`src/rtl/pipeline_ctrl.sv`:
```
// -----------------------------------------------------------------------------
// pipeline_ctrl
//   Central pipeline controller. It merges the per-stage stall requests into
//   one thermometer stall vector and sequences exception/ERET redirection
//   coming from MEM: a one-cycle flush pulse, then new_pc held valid until
//   fetch is free to accept it.
//
// Optional feature macro: PIPE_PERF_CNT_EN
//   When defined, the performance counters stall_cycles_o / flush_cnt_o exist.
//   When undefined, both outputs are the constant 32'h0 and no counter flops
//   are built.
//
// Ports
//   cpu_clk_75M     in   CPU clock, all state on posedge
//   cpu_rst_n       in   asynchronous active-low reset
//   stallreq_if     in   fetch / I-side busy (icache refill)
//   stallreq_id     in   load-use hazard
//   stallreq_ex     in   multi-cycle EX operation busy
//   stallreq_mem    in   D-side busy
//   exc_code_i      in   committed exception code from MEM (`EC_None = none)
//   exc_epc_i       in   PC of the faulting instruction (EPC itself lives in CP0)
//   cp0_epc_i       in   current CP0 EPC, target of ERET
//   stall           out  [0]PC [1]IF [2]ID [3]EX [4]MEM [5]WB, 1 = stop
//   flush           out  kill all stage registers at next posedge
//   new_pc          out  redirect target, meaningful while new_pc_valid
//   new_pc_valid    out  PC must load new_pc at next unstalled edge
//   ctrl_busy       out  controller is not in RUN
//   stall_cycles_o  out  cycles with stall != 0
//   flush_cnt_o     out  flushes issued
// -----------------------------------------------------------------------------

`ifndef EXC_CODE_WIDTH
`define EXC_CODE_WIDTH 5
`endif
`ifndef EC_None
`define EC_None 5'h10
`endif
`ifndef EC_Ov
`define EC_Ov 5'h0c
`endif
`ifndef EC_ERET
`define EC_ERET 5'h0e
`endif

module pipeline_ctrl #(
  parameter logic [31:0] EXC_VECTOR = 32'hBFC0_0380,
  parameter int unsigned FLUSH_HOLD = 1
) (
  input  logic                       cpu_clk_75M,
  input  logic                       cpu_rst_n,
  input  logic                       stallreq_if,
  input  logic                       stallreq_id,
  input  logic                       stallreq_ex,
  input  logic                       stallreq_mem,
  input  logic [`EXC_CODE_WIDTH-1:0] exc_code_i,
  input  logic [31:0]                exc_epc_i,
  input  logic [31:0]                cp0_epc_i,
  output logic [5:0]                 stall,
  output logic                       flush,
  output logic [31:0]                new_pc,
  output logic                       new_pc_valid,
  output logic                       ctrl_busy,
  output logic [31:0]                stall_cycles_o,
  output logic [31:0]                flush_cnt_o
);

  typedef enum logic [1:0] {
    ST_RUN   = 2'd0,
    ST_REDIR = 2'd1,
    ST_DRAIN = 2'd2
  } state_t;

  localparam logic [1:0] HOLD_C = FLUSH_HOLD[1:0];

  // Even parity of a 32-bit word.
  function automatic logic parity32(input logic [31:0] d);
    return ^d;
  endfunction

  state_t      state_r, state_nx_s;
  logic [1:0]  mask_r, mask_nx_s;
  logic [31:0] new_pc_r, new_pc_nx_s;
  logic        new_pc_valid_r, new_pc_valid_nx_s;
  logic        take_s;
  logic [5:0]  req_stall_s;
  logic [5:0]  stall_s;

  // EPC is owned by CP0; only its parity is observed here so the port stays live.
  logic        unused_epc_parity_s;
  assign unused_epc_parity_s = parity32(exc_epc_i);

  // An exception is taken only from RUN, outside the post-flush mask window,
  // and never while the D-side is still busy (MEM holds the code stable).
  assign take_s = (state_r == ST_RUN) && (mask_r == 2'd0) &&
                  (exc_code_i != `EC_None) && !stallreq_mem;

  // Priority merge of stall requests: the deepest requester wins.
  always_comb begin
    req_stall_s = 6'b000000;
    if (stallreq_mem) begin
      req_stall_s = 6'b011111;
    end else if (stallreq_ex) begin
      req_stall_s = 6'b001111;
    end else if (stallreq_id) begin
      req_stall_s = 6'b000111;
    end else if (stallreq_if) begin
      req_stall_s = 6'b000011;
    end else begin
      req_stall_s = 6'b000000;
    end
  end

  // Final stall vector: flush overrides everything, DRAIN pins PC/IF.
  always_comb begin
    stall_s = req_stall_s;
    if (take_s) begin
      stall_s = 6'b000000;
    end else if (state_r == ST_DRAIN) begin
      stall_s = req_stall_s | 6'b000011;
    end else begin
      stall_s = req_stall_s;
    end
  end

  // Redirect sequencer next-state logic.
  always_comb begin
    state_nx_s        = state_r;
    new_pc_nx_s       = new_pc_r;
    new_pc_valid_nx_s = new_pc_valid_r;
    mask_nx_s         = (mask_r != 2'd0) ? (mask_r - 2'd1) : mask_r;
    case (state_r)
      ST_RUN: begin
        if (take_s) begin
          new_pc_nx_s       = (exc_code_i == `EC_ERET) ? cp0_epc_i : EXC_VECTOR;
          new_pc_valid_nx_s = 1'b1;
          mask_nx_s         = HOLD_C;
          state_nx_s        = ST_REDIR;
        end else begin
          state_nx_s        = ST_RUN;
        end
      end
      ST_REDIR, ST_DRAIN: begin
        // Fetch busy means it is still refilling the wrong path; keep new_pc.
        if (!stallreq_if) begin
          new_pc_valid_nx_s = 1'b0;
          state_nx_s        = ST_RUN;
        end else begin
          state_nx_s        = ST_DRAIN;
        end
      end
      default: begin
        new_pc_valid_nx_s = 1'b0;
        state_nx_s        = ST_RUN;
      end
    endcase
  end

  // Sequencer state registers.
  always_ff @(posedge cpu_clk_75M or negedge cpu_rst_n) begin
    if (!cpu_rst_n) begin
      state_r        <= ST_RUN;
      mask_r         <= 2'd0;
      new_pc_r       <= 32'h0000_0000;
      new_pc_valid_r <= 1'b0;
    end else begin
      state_r        <= state_nx_s;
      mask_r         <= mask_nx_s;
      new_pc_r       <= new_pc_nx_s;
      new_pc_valid_r <= new_pc_valid_nx_s;
    end
  end

  assign stall        = stall_s;
  assign flush        = take_s;
  assign new_pc       = new_pc_r;
  assign new_pc_valid = new_pc_valid_r;
  assign ctrl_busy    = (state_r != ST_RUN);

`ifdef PIPE_PERF_CNT_EN
  logic [31:0] stall_cnt_r;
  logic [31:0] flush_cnt_r;

  // Performance counters; both wrap naturally at 32 bits.
  always_ff @(posedge cpu_clk_75M or negedge cpu_rst_n) begin
    if (!cpu_rst_n) begin
      stall_cnt_r <= 32'h0000_0000;
      flush_cnt_r <= 32'h0000_0000;
    end else begin
      stall_cnt_r <= (stall_s != 6'b000000) ? (stall_cnt_r + 32'd1) : stall_cnt_r;
      flush_cnt_r <= take_s ? (flush_cnt_r + 32'd1) : flush_cnt_r;
    end
  end

  assign stall_cycles_o = stall_cnt_r;
  assign flush_cnt_o    = flush_cnt_r;
`else
  assign stall_cycles_o = 32'h0000_0000;
  assign flush_cnt_o    = 32'h0000_0000;
`endif

endmodule

```
`config.mk`:
```
export PLATFORM = sky130hd
export DESIGN_NAME = pipeline_ctrl
export DESIGN_NICKNAME = d
export VERILOG_FILES = /design/src/rtl/pipeline_ctrl.sv
export SDC_FILE = /design/constraint.sdc
export NUM_CORES = 1
export LEC_CHECK = 0
export ABC_AREA = 1
export BUFFER_PORTS_ARGS = -buffer_cell sky130_fd_sc_hd__clkbuf_2
export CORE_AREA = 2 2 77 79
export DETAILED_ROUTE_END_ITERATION = 7
export DIE_AREA = 0 0 79 81
export PLACE_DENSITY = 0.8
export REMOVE_ABC_BUFFERS = 1
export SYNTH_ARGS = -nofsm -noshare
export SYNTH_HDL_FRONTEND = slang
export SYNTH_SLANG_ARGS = --single-unit
```
`constraint.sdc`:
```
create_clock -name cpu_clk_75M -period 2.1 [get_ports cpu_clk_75M]
set_clock_uncertainty 0.15 [all_clocks]
set_input_delay 0.315 -clock cpu_clk_75M [delete_from_list [all_inputs] [get_ports cpu_clk_75M]]
set_output_delay 0.315 -clock cpu_clk_75M [all_outputs]
set_load 0.05 [all_outputs]
```
==> results of run 1 <==
-- layer usage --
layer | track usage (%) | wire length (µm)
met5 | 0 | 0
met4 | 4.66 | 72
met2 | 23.2 | 2120
met1 | 15.5 | 1730
met3 | 4.44 | 373
-- path summary, 6_finish.rpt --
check	depth (start not counted)	to	from
min in group asynchronous	2	new_pc[22]$_DFFE_PN0P_	cpu_rst_n
max in group asynchronous	3	mask_r[1]$_DFF_PN0_	cpu_rst_n
max reg2reg	9	new_pc[30]$_DFFE_PN0P_	state_r[1]$_DFF_PN0_
max	8	stall[0]	state_r[1]$_DFF_PN0_
min reg2reg	1	mask_r[0]$_DFF_PN0_	mask_r[0]$_DFF_PN0_
min	3	new_pc[10]$_DFFE_PN0P_	cp0_epc_i[10]
-- cells by family (layout without fill, tap and decap cells) --
family	Yosys count	in the layout	share of synthesized area, %
and+or+nand+nor	85	85	16.6
AOI/OAI and AO/OA	36	36	8.81
adders and majority gates	3	3	1.76
buffers and inverters	90	109	29.2
DFF	37	37	43.5
other	1	65	0.176
-- metrics by stage --
stage | power (mW) | area [µm²] | TNS [ps]
after floorplan | 2.30 | 1790 | -5340
after global placement | 2.65 | 2330 | 0
after detailed placement | 2.69 | 2330 | 0
after CTS | 3.39 | 2490 | 0
after global routing | 3.59 | 2510 | -12.6
final | 3.40 | 2510 | 0
-- layout by cell type, fill, tap and decap left out, drive strengths merged --
master	Yosys	layout
clkbuf	4	86
conb	1	65
nand2	40	40
dfrtp	37	37
o21ai	33	33
nand3	22	22
nor2	22	22
inv	11	11
buf	75	10
a21oi	3	3
ha	3	3
nor3	1	1
bufinv	0	1
dlygate4sd3	0	1
-- where the power goes --
part / switching [mW] / internal [mW]
Sequential: 0.0975 / 0.885
Clock: 0.237 / 0.387
Combinational: 1.40 / 0.392
-- worst max-delay path: stages, from the launching register on --
cell and delay [ps]:
dfrtp_1 390, inv_2 50, ha_2 180, nand2_1 80, nor2_2 50, nand2_2 80, inv_2 60, nor2_2 190
buf_8 190
-- timing repair --
item,CTS,global route
setup endpoints to repair,5,5
resized for setup,10,6
pin swaps,0,3
setup buffers,0,2
hold buffers,1,0
endpoints found under the hold margin,16,0
-- layout make-up --
class,count,share of cell area (%)
clock buffers,7,3.44
multi-input cells,189,32.9
clock inverters,1,1.20
well taps,75,3.74
flip-flops and latches,37,36.9
inverters,11,1.64
repair buffers,90,20.2
-- sequential cells by signal (all words and copies together), names as in the netlist --
name	cells
new_pc_valid	1
state_r	2
mask_r	2
new_pc	32
==> run summary, run 1 <==
CTS clk-pin slew, worst paths -> 70 ps
DRC -> 0
pre-CTS WS -> 252 ps
vias per cell -> 4.14
final core occ -> 44.2%
number of max-cap violations -> 0
H-tree levels -> 2
Mapped Cells -> 252
synth warn -> 0
clk_lat worst skew -> 270 ps
Placer Congestion -> 0.757
biggest area consumer among synthesized cells -> dfrtp_1
count of different cell masters after synthesis -> 20
number of global-route vias before repair -> 1,468
Setup CP Type -> flip-flop to output port
outcome -> complete, no violations
Reg2Reg Setup Slack -> 390 ps
mapped cell area -> 2130 µm²
top-count cell post-synth -> buf_4
register area -> 926 µm²
antenna violations before repair -> 0
first-pass GRT wire length -> 6640 µm
footprint of the multi-input gates -> 827 µm²
Starting Density -> 37.5%
Leak Pwr -> 1.40 nW
register bit count reported by yosys -> 37
GRT overflow -> 0
Tcrit/Tclk final -> 95.0%
average size of a mapped cell -> 8.46 µm²
Hold Path Class -> primary input to flip-flop
Max Clk Rate -> 501 MHz
layout filler cell count -> 587
boundary pin count -> 180
root buf cell -> clkbuf_8
Rows -> 28
dpl cells -> 399
WHS -> 123 ps
share of the synthesized area in the top cell type -> 43.5%
main flop type after synthesis -> dfrtp_1
CP Capture Type -> output port
final hold vios -> 0
Tmin final -> 1990 ps
Pwr Density -> 1350 nW/µm²
total track usage -> 13.4%
sequential area share after synthesis -> 43.5%
die height -> 81 µm
I/O Buffers -> 82
initial DRC count -> 39
Core Area -> 5680 µm²
routed via count -> 1,696
CTS buffer count -> 5
Die ar. -> 6400 µm²
setup ws final -> 105 ps
VDD IR max -> 607 µV
HPWL after DPL -> 3320 µm
largest net degree at the start of global routing -> 35
DRT antenna net count -> 0
fin. max-slew vios -> 0
non-filler cells, final -> 410
drt total wl -> 4290 µm
crit-path max FO -> 4
Synth area leaders -> dfrtp_1 (43%), buf_4 (23%), nand2_1 (6.9%)
CP startpoint kind -> flip-flop
Area Overhead vs Synth -> 17.9%
CTS tree -> done
proportion of layout cells with a drive suffix above 1 -> 31.6%
# clock sinks -> 37
Pre-antenna DRT Iters -> 6
maximum buffer depth of the clock tree -> 2
# setup viols final -> 0
Post-synth ARST share -> 100%
WP data arrival -> 1530 ps
CP required -> 1630 ps
Nets -> 412
routed wire length per instance -> 10.5 µm
EDFF count, synth -> 0
# diodes -> 0
top post-synthesis cells by count -> buf_4 (66), nand2_1 (39), dfrtp_1 (37), o21ai_1 (28), nand3_1 (22)
die width -> 79 µm
No activity file was read; power rests on OpenSTA's default activity.
==> run 2, diff against run 1 <==
--- a/config.mk
+++ b/config.mk
@@ -7,9 +7,9 @@
 export LEC_CHECK = 0
 export ABC_AREA = 1
 export BUFFER_PORTS_ARGS = -buffer_cell sky130_fd_sc_hd__clkbuf_2
-export CORE_AREA = 2 2 77 79
+export CORE_AREA = 2 2 71 86
 export DETAILED_ROUTE_END_ITERATION = 7
-export DIE_AREA = 0 0 79 81
+export DIE_AREA = 0 0 73 88
 export PLACE_DENSITY = 0.8
 export REMOVE_ABC_BUFFERS = 1
 export SYNTH_ARGS = -nofsm -noshare
==> run 2 against run 1 <==
Compared with the run above:
- via count is 1.7% lower
- critical path type unchanged
- combinational power is essentially flat
- die area increased by 0.39%
- clock-buffer cell count unchanged
- clock power fell by 22%
- power down 4.9%
- routed wire length is 0.89% lower
- global-route usage shrank 0.20 points
- largest cell class unchanged
==> run summary, run 2 (synthesis gave the netlist of run 1 again) <==
Reg2Reg Setup Slack -> 500 ps (was 390 ps)
CP max-delay cell -> dfrtp_1 (unchanged)
Max Clk Rate -> 506 MHz (was 501 MHz)
combinational share of power -> 54.7% (was 52.7%)
CTS clk-pin slew, worst paths -> 70 ps (about the same)
hold path start -> cp0_epc_i[13] (was cp0_epc_i[10])
Sw Ratio -> 52.8% (was 51.0%)
grt peak-use layer -> met2 (unchanged)
die width -> 73 µm (was 79 µm)
reg2reg end -> new_pc[0]$_DFFE_PN0P_ (was new_pc[30]$_DFFE_PN0P_)
Placer Congestion -> 0.658 (was 0.757)
first-pass GRT wire length -> 6580 µm (was 6640 µm)
antenna violations before repair -> 0 (unchanged)
layout filler cell count -> 589 (was 587)
GRT overflow -> 0 (unchanged)
# clock sinks -> 37 (unchanged)
Pwr Density -> 1310 nW/µm² (was 1350 nW/µm²)
part of the power in registers -> 30.2% (was 28.9%)
number of global-route vias before repair -> 1,442 (was 1,468)
total track usage -> 13.2% (was 13.4%)
DRT antenna net count -> 0 (unchanged)
Area Overhead vs Synth -> 15.5% (was 17.9%)
RSZ-0062 raised after global routing -> no
root buf cell -> clkbuf_8 (unchanged)
clk_lat worst skew -> 280 ps (was 270 ps)
maximum buffer depth of the clock tree -> 2 (unchanged)
largest net degree at the start of global routing -> 38 (was 35)
routed via count -> 1,668 (was 1,696)
final hold vios -> 0 (unchanged)
Hold Path Class -> primary input to flip-flop (unchanged)
die height -> 88 µm (was 81 µm)
# diodes -> 0 (unchanged)
Clk network pwr share -> 15.1% (was 18.4%)
initial DRC count -> 45 (was 39)
RR Startpoint -> state_r[1]$_DFF_PN0_ (unchanged)
CTS buffer count -> 5 (unchanged)
Starting Density -> 38.1% (was 37.5%)
dpl cells -> 388 (was 399)
H-tree levels -> 2 (unchanged)
Nets -> 411 (was 412)
Largest register FFs -> 32 (unchanged)
non-filler cells, final -> 397 (was 410)
total power -> 3.23 mW (was 3.40 mW)
CTS tree -> done (unchanged)
chain of cells forming the critical path -> inv_1 -> ha_4 -> nand2_1 -> nor2_2 -> nand2_2 -> inv_2 -> a21oi_1 -> buf_4 (was inv_2 -> ha_2 -> nand2_1 -> nor2_2 -> nand2_2 -> inv_2 -> nor2_2 -> buf_8)
Rows -> 30 (was 28)
CP startpoint kind -> flip-flop (unchanged)
Worst path max stage delay -> 380 ps (was 390 ps)
routed wire length per instance -> 10.7 µm (was 10.5 µm)
WHS -> 128 ps (was 123 ps)
Setup TNS Final -> 0 ps (unchanged)
most common cell after layout, fill and taps aside -> clkbuf_2 (unchanged)
CP required -> 1630 ps (about the same)
drt total wl -> 4250 µm (was 4290 µm)
register area -> 926 µm² (unchanged)
Tcrit/Tclk final -> 94.1% (was 95.0%)
Leak Pwr -> 1.38 nW (was 1.40 nW)
crit-path max FO -> 4 (unchanged)
VDD IR max -> 400 µV (was 607 µV)
met2 Resource Use GR -> 23.0% (was 23.2%)
hold endpoint -> new_pc[13]$_DFFE_PN0P_ (was new_pc[10]$_DFFE_PN0P_)
Tmin final -> 1980 ps (was 1990 ps)
outcome -> complete, no violations (unchanged)
I/O Buffers -> 82 (unchanged)
final core occ -> 44.0% (was 44.2%)
Core Area -> 5590 µm² (was 5680 µm²)
Die ar. -> 6420 µm² (was 6400 µm²)
Min-Delay Path Depth -> 3 (unchanged)
Setup CP Type -> flip-flop to output port (unchanged)
P_int -> 1.52 mW (was 1.66 mW)
commonest non-fill, non-tap cells in the layout -> clkbuf_2 (77), conb_1 (65), nand2_1 (39) (unchanged)
boundary pin count -> 180 (unchanged)
M1 GR Usage -> 15.5% (about the same)
worst r2r path cells -> 8 (was 9)
number of max-cap violations -> 0 (unchanged)
Pre-antenna DRT Iters -> 4 (was 6)
CP Capture Type -> output port (unchanged)
# setup viols final -> 0 (unchanged)
WP data arrival -> 1510 ps (was 1530 ps)
proportion of layout cells with a drive suffix above 1 -> 30.9% (was 31.6%)
grt met3 use -> 3.68% (was 4.44%)
Net Switching -> 1.70 mW (was 1.73 mW)
fin. max-slew vios -> 0 (unchanged)
HPWL after DPL -> 3270 µm (was 3320 µm)
DRC -> 0 (unchanged)
footprint of the multi-input gates -> 837 µm² (was 827 µm²)
vias per cell -> 4.20 (was 4.14)
run 2: layout make-up:
class	count	share of cell area, %
Tap cell	64	3.25
Inverter	11	1.68
Sequential cell	37	37.6
Timing Repair Buffer	89	19.9
Clock buffer	7	3.51
Multi-Input combinational cell	189	34.0
run 2: power groups by stage:
stage | clock, mW | combinational [mW] | sequential [mW]
after floorplan | 0 | 0.790 | 1.51
after global placement | 0 | 1.67 | 0.981
after detailed placement | 0 | 1.69 | 0.991
after CTS | 0.514 | 1.73 | 0.979
after global routing | 0.539 | 1.90 | 0.998
final | 0.486 | 1.77 | 0.975
run 2: how the worst max path moves through the flow:
stage	from	endpoint	slack, ps	depth (start not counted)
5_1_grt	state_r[1]$_DFF_PN0_	flush	10	7
3_5_place_dp	state_r[0]$_DFF_PN0_	stall[1]	280	8
6_report	state_r[1]$_DFF_PN0_	stall[2]	120	8
4_1_cts	state_r[0]$_DFF_PN0_	stall[2]	0.7	8
2_1_floorplan	state_r[0]$_DFF_PN0_	stall[0]	-1550	7
3_3_place_gp	state_r[0]$_DFF_PN0_	stall[1]	290	8
run 2: what timing repair did:
item                       in CTS  in global routing
hold endpoints to repair       16                  0
setup endpoints to repair       5                  5
gates resized for setup         7                  7
pin swaps                       0                  1
buffers inserted                0                  1
hold buffers                    1                  0
run 2: through the flow:
step	instance area (µm²)	setup WS (ps)
floorplan	1790	-1550
global placement	2320	289
detailed placement	2320	285
CTS	2440	0.742
global route	2460	10.1
finish	2460	124
run 2: per-layer routing:
metal / vias up / share of wire (%) / wire (µm)
met5: - / 0 / 0
met4: 0 / 1.1 / 48
met3: 5 / 7.7 / 327
met2: 88 / 52 / 2200
met1: 747 / 39 / 1680
li1: 828 / - / -
run 2: critical path, delay by kind of cell (launching register included):
family,cells,cell delay (ps)
compound gates,1,50
fa+ha+maj,1,150
buf+inv,3,380
flops,1,380
simple gates,3,280
==> run 3, diff against run 2 <==
--- a/config.mk
+++ b/config.mk
@@ -7,9 +7,9 @@
 export LEC_CHECK = 0
 export ABC_AREA = 1
 export BUFFER_PORTS_ARGS = -buffer_cell sky130_fd_sc_hd__clkbuf_2
-export CORE_AREA = 2 2 71 86
+export CORE_AREA = 2 2 59 103
 export DETAILED_ROUTE_END_ITERATION = 7
-export DIE_AREA = 0 0 73 88
+export DIE_AREA = 0 0 61 105
 export PLACE_DENSITY = 0.8
 export REMOVE_ABC_BUFFERS = 1
 export SYNTH_ARGS = -nofsm -noshare
==> run 3 against run 2 <==
Compared with the run above:
- clock-buffer cell count is the same
- sequential share of layout area about the same
- via count up 0.12%
- routed wire length decreased by 5.6%
- largest cell class unchanged
- power shrank 0.45%
- combinational power down 4%
- largest power group unchanged
- hold slack lost 1.7 ps
==> run summary, run 3 (synthesis gave the netlist of run 1 again) <==
# diodes -> 0 (unchanged)
RR Startpoint -> state_r[0]$_DFF_PN0_ (was state_r[1]$_DFF_PN0_)
CP required -> 1630 ps (about the same)
final hold vios -> 0 (unchanged)
worst r2r path cells -> 8 (unchanged)
Nets -> 410 (was 411)
Pwr Density -> 1310 nW/µm² (about the same)
layout filler cell count -> 580 (was 589)
HPWL after DPL -> 3230 µm (was 3270 µm)
number of max-cap violations -> 0 (unchanged)
Setup CP Type -> flip-flop to output port (unchanged)
reg2reg end -> new_pc[29]$_DFFE_PN0P_ (was new_pc[0]$_DFFE_PN0P_)
vias per cell -> 4.08 (was 4.20)
die width -> 61 µm (was 73 µm)
Tcrit/Tclk final -> 95.6% (was 94.1%)
design area -> 2460 µm² (about the same)
drt total wl -> 4020 µm (was 4250 µm)
commonest non-fill, non-tap cells in the layout -> clkbuf_2 (77), conb_1 (65), nand2_1 (39) (unchanged)
DRT antenna net count -> 0 (unchanged)
Placer Congestion -> 0.758 (was 0.658)
largest net degree at the start of global routing -> 37 (was 38)
initial DRC count -> 35 (was 45)
VDD IR max -> 472 µV (was 400 µV)
total track usage -> 13.0% (was 13.2%)
RSZ-0062 raised after global routing -> no (unchanged)
total power -> 3.21 mW (was 3.23 mW)
first-pass GRT wire length -> 6320 µm (was 6580 µm)
CTS clk-pin slew, worst paths -> 70 ps (about the same)
Reg2Reg Setup Slack -> 470 ps (was 500 ps)
grt peak-use layer -> met2 (unchanged)
CP Capture Type -> output port (unchanged)
I/O Buffers -> 82 (unchanged)
antenna violations before repair -> 0 (unchanged)
CP startpoint kind -> flip-flop (unchanged)
number of global-route vias before repair -> 1,451 (was 1,442)
Starting Density -> 38.5% (was 38.1%)
met2 Resource Use GR -> 23.0% (about the same)
Largest register FFs -> 32 (unchanged)
die height -> 105 µm (was 88 µm)
Hold Path Class -> primary input to flip-flop (unchanged)
GRT overflow -> 0 (unchanged)
Max Clk Rate -> 498 MHz (was 506 MHz)
grt met3 use -> 3.59% (was 3.68%)
Leak Pwr -> 1.38 nW (about the same)
dpl cell area -> 2330 µm² (was 2320 µm²)
crit-path max FO -> 4 (unchanged)
root buf cell -> clkbuf_8 (unchanged)
maximum buffer depth of the clock tree -> 2 (unchanged)
Area Overhead vs Synth -> 15.4% (was 15.5%)
CTS tree -> done (unchanged)
Rows -> 36 (was 30)
M1 GR Usage -> 13.3% (was 15.5%)
routed via count -> 1,670 (was 1,668)
# setup viols final -> 0 (unchanged)
CTS buffer count -> 5 (unchanged)
# clock sinks -> 37 (unchanged)
outcome -> complete, no violations (unchanged)
Post-CTS Repair Setup Buffers -> 0 (unchanged)
Die ar. -> 6410 µm² (was 6420 µm²)
most common cell after layout, fill and taps aside -> clkbuf_2 (unchanged)
clk_lat worst skew -> 280 ps (about the same)
Min-Delay Path Depth -> 3 (unchanged)
WP data arrival -> 1540 ps (was 1510 ps)
Core Area -> 5540 µm² (was 5590 µm²)
hold endpoint -> new_pc[2]$_DFFE_PN0P_ (was new_pc[13]$_DFFE_PN0P_)
H-tree levels -> 2 (unchanged)
final core occ -> 44.4% (was 44.0%)
fin. max-slew vios -> 0 (unchanged)
DRC -> 0 (unchanged)
proportion of layout cells with a drive suffix above 1 -> 30.6% (was 30.9%)
routed wire length per instance -> 9.82 µm (was 10.7 µm)
Tmin final -> 2010 ps (was 1980 ps)
boundary pin count -> 180 (unchanged)
hold path start -> cp0_epc_i[2] (was cp0_epc_i[13])
Pre-antenna DRT Iters -> 4 (unchanged)
==> run 3: changes by cell type in the layout (fill, tap and decap cells not counted), sizes merged <==
cell	change
clkbuf	-1
clkinv	+1
==> run 3: where the power goes <==
part / switching, mW / total (mW) / leakage, nW / internal, mW
clock network: 0.241 / 0.537 / 0.0542 / 0.297
logic: 1.36 / 1.70 / 0.842 / 0.339
registers: 0.0911 / 0.976 / 0.480 / 0.884
total: 1.70 / 3.21 / 1.38 / 1.52
==> run 3: critical path, cell delays in order, from the launching register on <==
cell and delay [ps]:
dfrtp_1 390, inv_1 90, ha_2 190, nand2_1 70, nor2_2 110, nand2_2 90
inv_2 80, nor2_1 50, buf_4 190
==> run 3: cell type report <==
| class | count | area (µm²) | share of cell area, % |
|---|---|---|---|
| clock buffers | 7 | 96.3 | 3.92 |
| well taps | 76 | 95.1 | 3.87 |
| flip-flops and latches | 37 | 926 | 37.7 |
| multi-input cells | 189 | 825 | 33.5 |
| inverters | 11 | 41.3 | 1.68 |
| clock inverters | 1 | 5.00 | 0.204 |
| repair buffers | 88 | 470 | 19.1 |
==> run 3: worst max-delay path by stage <==
| stage | startpoint | to | slack, ps | depth (start not counted) |
|---|---|---|---|---|
| 2_1_floorplan | state_r[0]$_DFF_PN0_ | stall[0] | -1550 | 7 |
| 3_3_place_gp | state_r[0]$_DFF_PN0_ | stall[0] | 310 | 8 |
| 3_5_place_dp | state_r[0]$_DFF_PN0_ | stall[0] | 300 | 8 |
| 4_1_cts | state_r[0]$_DFF_PN0_ | stall[0] | -0.7 | 8 |
| 5_1_grt | state_r[0]$_DFF_PN0_ | stall[1] | 1 | 8 |
| 6_report | state_r[0]$_DFF_PN0_ | stall[1] | 90 | 8 |
==> run 3: per-stage QoR <==
step | setup slack (ps) | std cells | hold slack, ps | TNS (ps)
after floorplan | -1550 | 237 | -131 | -5340
after global placement | 312 | 400 | 115 | 0
after detailed placement | 297 | 400 | 117 | 0
after CTS | -0.706 | 409 | 113 | -0.706
after global routing | 1.18 | 409 | 121 | 0
final | 93.4 | 409 | 126 | 0
==> run 3: layer usage <==
| layer | vias to the layer above | wire, µm |
|---|---|---|
| li1 | 825 | - |
| met1 | 739 | 1440 |
| met3 | 6 | 372 |
| met2 | 100 | 2130 |
| met4 | 0 | 79 |
| met5 | - | 0 |
==> run 3: what timing repair did <==
item,4_1_cts,5_1_grt
resized for setup,5,5
cloned,0,0
pin swaps,0,1
endpoints found under the setup margin,5,5
hold endpoints to repair,16,0
hold buffers,1,0
